===== config.mk =====
export PLATFORM = sky130hd
export DESIGN_NAME = kb_host_tx
export DESIGN_NICKNAME = d
export VERILOG_FILES = /design/src/rtl/kb_host_tx.sv
export SDC_FILE = /design/constraint.sdc
export NUM_CORES = 1
export LEC_CHECK = 0
export BUFFER_PORTS_ARGS = -buffer_cell sky130_fd_sc_hd__buf_2
export CORE_AREA = 2 2 74 76
export DETAILED_ROUTE_END_ITERATION = 8
export DIE_AREA = 0 0 76 78
export PLACE_DENSITY_LB_ADDON = 0.12
export SLEW_MARGIN = 20
export SYNTH_ARGS = -nofsm -noshare
export SYNTH_HDL_FRONTEND = slang
export SYNTH_SLANG_ARGS = --single-unit

===== constraint.sdc =====
create_clock -name i_clk -period 2.9 [get_ports i_clk]
set_input_delay 0.435 -clock i_clk [delete_from_list [all_inputs] [get_ports i_clk]]
set_output_delay 0.435 -clock i_clk [all_outputs]
set_load 0.01 [all_outputs]

===== src/rtl/kb_host_tx.sv =====
// PS/2 host-to-device transmitter: inhibits the bus, issues request-to-send,
// shifts one byte + odd parity + stop on device clock falling edges, then
// samples the device ACK. Pulses o_done on ACK, o_err on NACK or timeout.
// Ports:
//   i_clk, i_rst_n       system clock, async active-low reset
//   i_start, i_tx_data   one-cycle send request and byte (accepted in IDLE only)
//   i_sclk, i_data       PS/2 clock/data pad read-back (asynchronous)
//   o_sclk_oe, o_data_oe open-drain pull-low enables
//   o_busy               transaction in progress
//   o_done, o_err        single-cycle completion / failure pulses
module kb_host_tx #(
  parameter int unsigned INHIBIT_CYCLES = 5000,
  parameter int unsigned TIMEOUT_CYCLES = 750000
) (
  input  logic       i_clk,
  input  logic       i_rst_n,
  input  logic       i_start,
  input  logic [7:0] i_tx_data,
  input  logic       i_sclk,
  input  logic       i_data,
  output logic       o_sclk_oe,
  output logic       o_data_oe,
  output logic       o_busy,
  output logic       o_done,
  output logic       o_err
);

  localparam int unsigned MAX_CYC = (INHIBIT_CYCLES > TIMEOUT_CYCLES) ? INHIBIT_CYCLES
                                                                       : TIMEOUT_CYCLES;
  localparam int unsigned CW = $clog2(MAX_CYC + 1);

  typedef enum logic [2:0] {
    IDLE    = 3'd0,
    INHIBIT = 3'd1,
    RTS     = 3'd2,
    SHIFT   = 3'd3,
    ACK     = 3'd4
  } state_t;

  state_t        state, state_d;
  logic [CW-1:0] cnt, cnt_d, cnt_inc;
  logic [3:0]    bit_cnt, bit_cnt_d;
  logic [7:0]    tx, tx_d;
  logic          par, par_d;
  logic          data_oe_d, sclk_oe_d, busy_d, done_d, err_d;

  // Two-flop synchronizers plus a history flop for edge detection; idle level is 1.
  logic sclk_meta, sclk_sync, sclk_prev;
  logic data_meta, data_sync;
  logic fall;

  always_ff @(posedge i_clk or negedge i_rst_n) begin
    if (!i_rst_n) begin
      sclk_meta <= 1'b1;
      sclk_sync <= 1'b1;
      sclk_prev <= 1'b1;
      data_meta <= 1'b1;
      data_sync <= 1'b1;
    end else begin
      sclk_meta <= i_sclk;
      sclk_sync <= sclk_meta;
      sclk_prev <= sclk_sync;
      data_meta <= i_data;
      data_sync <= data_meta;
    end
  end

  assign fall    = sclk_prev & ~sclk_sync;
  assign cnt_inc = cnt + CW'(1);

  // State, datapath and registered outputs.
  always_ff @(posedge i_clk or negedge i_rst_n) begin
    if (!i_rst_n) begin
      state     <= IDLE;
      cnt       <= '0;
      bit_cnt   <= '0;
      tx        <= '0;
      par       <= 1'b0;
      o_sclk_oe <= 1'b0;
      o_data_oe <= 1'b0;
      o_busy    <= 1'b0;
      o_done    <= 1'b0;
      o_err     <= 1'b0;
    end else begin
      state     <= state_d;
      cnt       <= cnt_d;
      bit_cnt   <= bit_cnt_d;
      tx        <= tx_d;
      par       <= par_d;
      o_sclk_oe <= sclk_oe_d;
      o_data_oe <= data_oe_d;
      o_busy    <= busy_d;
      o_done    <= done_d;
      o_err     <= err_d;
    end
  end

  // Next-state and next-output logic.
  always_comb begin
    state_d   = state;
    cnt_d     = cnt;
    bit_cnt_d = bit_cnt;
    tx_d      = tx;
    par_d     = par;
    data_oe_d = o_data_oe;
    done_d    = 1'b0;
    err_d     = 1'b0;

    case (state)
      IDLE: begin
        data_oe_d = 1'b0;
        // A start coinciding with the terminating pulse belongs to the old transaction.
        if (i_start && !o_done && !o_err) begin
          tx_d      = i_tx_data;
          par_d     = ~^i_tx_data;
          cnt_d     = '0;
          bit_cnt_d = '0;
          state_d   = INHIBIT;
        end
      end
      INHIBIT: begin
        cnt_d = cnt_inc;
        if (cnt == CW'(INHIBIT_CYCLES - 1)) begin
          cnt_d     = '0;
          data_oe_d = 1'b1;
          state_d   = RTS;
        end
      end
      RTS: begin
        cnt_d     = '0;
        data_oe_d = 1'b1;
        state_d   = SHIFT;
      end
      SHIFT: begin
        cnt_d = cnt_inc;
        // Timeout wins over a falling edge in the same cycle.
        if (cnt_inc == CW'(TIMEOUT_CYCLES)) begin
          data_oe_d = 1'b0;
          err_d     = 1'b1;
          state_d   = IDLE;
        end else if (fall) begin
          bit_cnt_d = bit_cnt + 4'd1;
          if (bit_cnt < 4'd8) begin
            data_oe_d = ~tx[bit_cnt[2:0]];
          end else if (bit_cnt == 4'd8) begin
            data_oe_d = ~par;
          end else begin
            data_oe_d = 1'b0;
            state_d   = ACK;
          end
        end
      end
      ACK: begin
        cnt_d = cnt_inc;
        if (cnt_inc == CW'(TIMEOUT_CYCLES)) begin
          data_oe_d = 1'b0;
          err_d     = 1'b1;
          state_d   = IDLE;
        end else if (fall) begin
          bit_cnt_d = bit_cnt + 4'd1;
          done_d    = ~data_sync;
          err_d     = data_sync;
          state_d   = IDLE;
        end
      end
      default: begin
        data_oe_d = 1'b0;
        state_d   = IDLE;
      end
    endcase

    sclk_oe_d = (state_d == INHIBIT) || (state_d == RTS);
    busy_d    = (state_d != IDLE);
  end

endmodule


-- Yosys cells after proc, flatten, opt, wreduce, memory -nomap -nowiden
Cells that the tools add are included.
- $lt $le $gt $ge: 2
- mux-type cells: 32
- reduce and logical (&&, ||, !) cells: 15
- bitwise operators: 5
- eq/ne operators: 15
- $add $sub $neg: 2
- operators by type and width (operator ; count):
    case mux 20 bit (4 select lines) ; 1
    2-to-1 mux 20 bit ; 2
    2-to-1 mux 3 bit ; 8
    adder 20 x 1 -> 20 bit, second input constant ; 1
    equality test 20 x 13 -> 1 bit, second input constant ; 1
    equality test 20 bit, second input constant ; 1
    case mux 3 bit (5 select lines) ; 1
    2-to-1 mux 1 bit ; 13
    2-to-1 mux 4 bit ; 3
    equality test 3 x 2 -> 1 bit, second input constant ; 3
    inequality test 2 bit, second input constant ; 4
    case mux 4 bit (2 select lines) ; 1
    XNOR reduction 8 bit ; 1
    equality test 3 x 1 -> 1 bit, second input constant ; 2
    adder 4 x 1 -> 4 bit, second input constant ; 1
    equality test 4 bit, second input constant ; 1
    < comparator 3 x 4 -> 1 bit, second input constant ; 1
    < comparator 4 bit, second input constant ; 1
    inverter 1 bit ; 4
    case mux 1 bit (4 select lines) ; 1
    AND reduction 2 bit ; 2
    AND reduction 4 bit ; 1
    nonzero test 4 bit ; 1
    binary-select mux 1 bit (select 3 bit) ; 1
    13 further kinds ; 15
- output and inout bits: 5
- word-level logic and storage cells: 86
- bits in registers: 46
- bits of input ports: 13

-- Logic depth before layout (Yosys ltp)
- word-level depth: 8
- mapped depth: 10
- depth with buffers taken out: 8

-- Worst setup path before layout
Ideal clock, no wire load.
- kind: reg-to-reg
- start point: reg cnt[0]
- end point: reg bit_cnt[2]
- library setup time: 0.080 ns
- data arrival time: 2.370 ns
- buffers on the path: 1
- slack: 0.450 ns
- stages on the path, launching flop included: 10
- cells stage by stage: dfrtp_1 ha_1 buf_2 nand3_1 nor4_2 xnor2_1 a211oi_1 and3_4 or4_1 a21oi_1
- longest elaborated chain between the ends: 4
- ends and longest elaborated chain (item ; line ; RTL):
    from (decl) ; 41 ; logic [CW-1:0] cnt, cnt_d, cnt_inc;
    from (signal assigned) ; 86 ; cnt <= cnt_d;
    adder 20 x 1 -> 20 bit ; 69 ; assign cnt_inc = cnt + CW'(1);
    equality test 20 bit ; 137, 155 ;
    inequality test 2 bit (no source line) ; n/a ;
    AND reduction 4 bit (no source line) ; n/a ;
    to (signal assigned) ; 87 ; bit_cnt <= bit_cnt_d;
    to (decl) ; 42 ; logic [3:0] bit_cnt, bit_cnt_d;
No other way between the ends.
A chain may end at the register's enable or synchronous reset.

-- Worst setup path in the final report
- start point: reg cnt[4]
- end point: reg bit_cnt[2]
Same word-level chain as after synthesis.

==> impl_metrics.yaml <==
timing:
  slew_headroom: 0.506
  hold_viol: 0
  worst_pin_slew_ns: 0.739
  setup_viol_count_final: 0
  max_freq_mhz: 371
  period_minus_slack_ns: 2.69
  finalSetupTns_ns: 0
  final_max_slew_viol_count: 0
  layout_setup_ws_ns: 0.207
  fin_crit_sh: 0.929
  finalClockSkew_ns: 0.00522
  rsz0062_at_grt: "false"
  whs_ns: 0.111
power_and_ir_drop:
  pwr-share-clk: 0.351
  ir_worst_vdd_mv: 0.290
  total_power_mw: 1.12
  power_frac_comb: 0.052
  p_sw_mw: 0.262
  p_leak_nw: 1.25
  switching_share: 0.234
  seqPwrFrac: 0.597
  pwr_density_cell_nw_per_um2: 362
  p_int_mw: 0.855
clock_tree:
  cts_buffers: 5
  clkTransAtPathRegs_ns: 0.08
  cts_buffer_depth: 2
  cts_tree: "built"
  cts.sinks: 46
  clockRootBuffer: "clkbuf_8"
  worst_skew_pair.late_latency_ns: 0.30
  cts_htree_levels: 2
floorplanning:
  die_w_um: 76
  start_util: 0.566
  core_region_area_um2: 5040
  num_rows: 26
  fp.dieH_um: 78
  io_pins: 18
  dieArea_um2: 5930
place:
  gp_congestion: 0.904
  io_buffers: 17
  placed_area_um2: 2980
  dp_hpwl_mm: 4.38
  pre_cts_ws_ns: 0.176
  place_inst: 398
worst_setup_path:
  startpoint_type: "flip-flop"
  path_max_fanout: 8
  path_class: "flip-flop to flip-flop"
  cp.required_ns: 3.13
  crit_path_end_kind: "flip-flop"
  cp.arrival_ns: 2.92
global_route:
  antenna_found_initial: 0
  grt_use_met3: 0.0407
  gr-total-overflow: 0
  grt_pass1_wl_mm: 10.9
  grtUsageTotal: 0.226
  grt_max_degree: 47
  met2_usage: 0.346
  grt_most_used_layer: "met2"
  grt_pass1_vias: 2280
  met1_usage: 0.332
logic_synthesis:
  async_flop_share: 1.00
  ys_types: 61
  synth_warnings: 0
  avgSynthCellArea_um2: 8.84
  syn_nets: 340
  seq_area_frac_synth: 0.406
  synth_cells: 323
  ys_ff_latch: 46
  syn_area_um2: 2850
  synth-main-ff-cell: "dfrtp_1"
  synth_edf_count: 0
cells_and_area:
  num_antenna_cells: 0
  drive_above_1_share: 0.152
  fin_cells: 406
  fin_util: 0.612
  postLayoutCellArea_um2: 3080
  syn2layout_area_growth_pct: 8.07
  nets: 352
detailed_routing:
  drt-vias-per-instance: 6.15
  drt-initial-drc-count: 158
  drtPass1Iterations: 7
  wl_per_cell_um: 15.2
  antenna_left: 0
  drt_wl_total_mm: 6.17
  num_vias: 2498
  drc: 0
hold_path:
  min_path_type: "input pin to async pin"
flow_run:
  cap_violations: 0
status:
  outcome: "finished clean"
## state kept, by name, indices dropped and copies added (netlist names), 3 cells and up
register	flops
bit_cnt	4
state	3
cnt	20
tx	8
## cells by family after synthesis
kind of cell               share of synthesized area
and+or+nand+nor                                0.256
xor gates and xnor gates                      0.0307
buffers and inverters                         0.0526
muxes                                         0.0412
AOI/OAI and AO/OA                              0.196
adders and majority gates                     0.0175
DFF                                            0.406
## routing by layer
metal  up-vias  routed length, um  share of wire
li1       1200                  -              -
met1      1196               2950           0.48
met2        91               2720           0.44
met3        11                414          0.067
met4         0                 87          0.014
met5         -                  0              0
## synthesized netlist by cell type, types with 2 or more instances
cell	n	area share
nor2b_1	3	0.0066
o21ai_1	18	0.032
mux2_2	2	0.0079
and4_1	2	0.0061
o21ai_0	12	0.021
o21bai_1	3	0.0079
xor2_1	2	0.0061
nand3_1	16	0.028
mux2i_1	5	0.018
o41ai_1	3	0.0092
nand2_1	45	0.059
xnor2_1	8	0.025
ha_1	4	0.018
nand4_1	7	0.015
buf_2	9	0.016
buf_6	4	0.016
a22o_1	3	0.0092
o31ai_1	10	0.026
a21oi_1	18	0.032
and3b_1	2	0.0061
o21a_1	2	0.0053
dfrtp_1	41	0.36
a2111oi_0	2	0.0061
nor4_1	3	0.0066
dfstp_2	5	0.046
mux4_2	2	0.016
nor2_1	21	0.028
nand2b_1	8	0.018
o2111ai_1	2	0.0061
or4_1	3	0.0079
and2_1	4	0.0088
nor3_1	7	0.012
and3_1	6	0.013
a211oi_1	3	0.0079
o22ai_1	2	0.0044
inv_1	7	0.0092
clkbuf_1	5	0.0066
## power by group through the flow
stage	Combinational [mW]	Clock (mW)	Sequential, mW
after global placement	0.0591	0	0.679
after CTS	0.0597	0.399	0.667
after global routing	0.0674	0.430	0.669
after detailed placement	0.0595	0	0.679
after floorplan	0.0324	0	0.676
final	0.0581	0.392	0.667
## critical path, cell delays in order (launching register included)
cell and delay, ns:
dfrtp_1 0.49, nand4_1 0.42, buf_4 0.32, a2111oi_0 0.28, o2bb2ai_1 0.14, o211a_1 0.17, and3_4 0.17, or4_1 0.46
a21oi_1 0.15
## what timing repair did
item	CTS	global route
setup endpoints to repair	0	5
setup buffers	0	0
hold buffers	0	0
gates resized for setup	0	3
## final timing paths
path | startpoint | end | slack, ns | cells after the start
worst max-delay path | cnt[4]$_DFFE_PN0P_ | bit_cnt[2]$_DFFE_PN0P_ | 0.21 | 8
worst min-delay path | i_rst_n | cnt[3]$_DFFE_PN0P_ | 0.11 | 1
worst max register to register | cnt[4]$_DFFE_PN0P_ | bit_cnt[2]$_DFFE_PN0P_ | 0.21 | 8
worst min register to register | sclk_meta$_DFF_PN1_ | sclk_sync$_DFF_PN1_ | 0.36 | 0
max in group asynchronous | i_rst_n | sclk_meta$_DFF_PN1_ | 2.39 | 1
min in group i_clk | i_sclk | sclk_meta$_DFF_PN1_ | 0.22 | 1
## area by class of cell
type                       instances  area, um2
inverter                           8       30.0
sequential                        46       1160
clock buffer                       6       72.6
fill                             474       1960
clock inverter                     2       13.8
tap                               70       87.6
multi-input combinational        249       1560
timing repair buffer              25        160
## placed cells by master (no fill, tap or decap), types with 4 or more instances in the layout
| master | Yosys | layout |
|---|---|---|
| nand2_1 | 45 | 45 |
| dfrtp_1 | 41 | 41 |
| nor2_1 | 21 | 20 |
| a21oi_1 | 18 | 18 |
| o21ai_1 | 18 | 18 |
| buf_2 | 9 | 16 |
| nand3_1 | 16 | 15 |
| o21ai_0 | 12 | 12 |
| o31ai_1 | 10 | 10 |
| nand2b_1 | 8 | 8 |
| xnor2_1 | 8 | 8 |
| buf_4 | 1 | 8 |
| inv_1 | 7 | 7 |
| nand4_1 | 7 | 7 |
| nor3_1 | 7 | 7 |
| and3_1 | 6 | 6 |
| mux2i_1 | 5 | 5 |
| clkbuf_8 | 0 | 5 |
| dfstp_2 | 5 | 5 |
| and2_1 | 4 | 4 |
| ha_1 | 4 | 4 |
No activity file was read; power rests on OpenSTA's default activity.
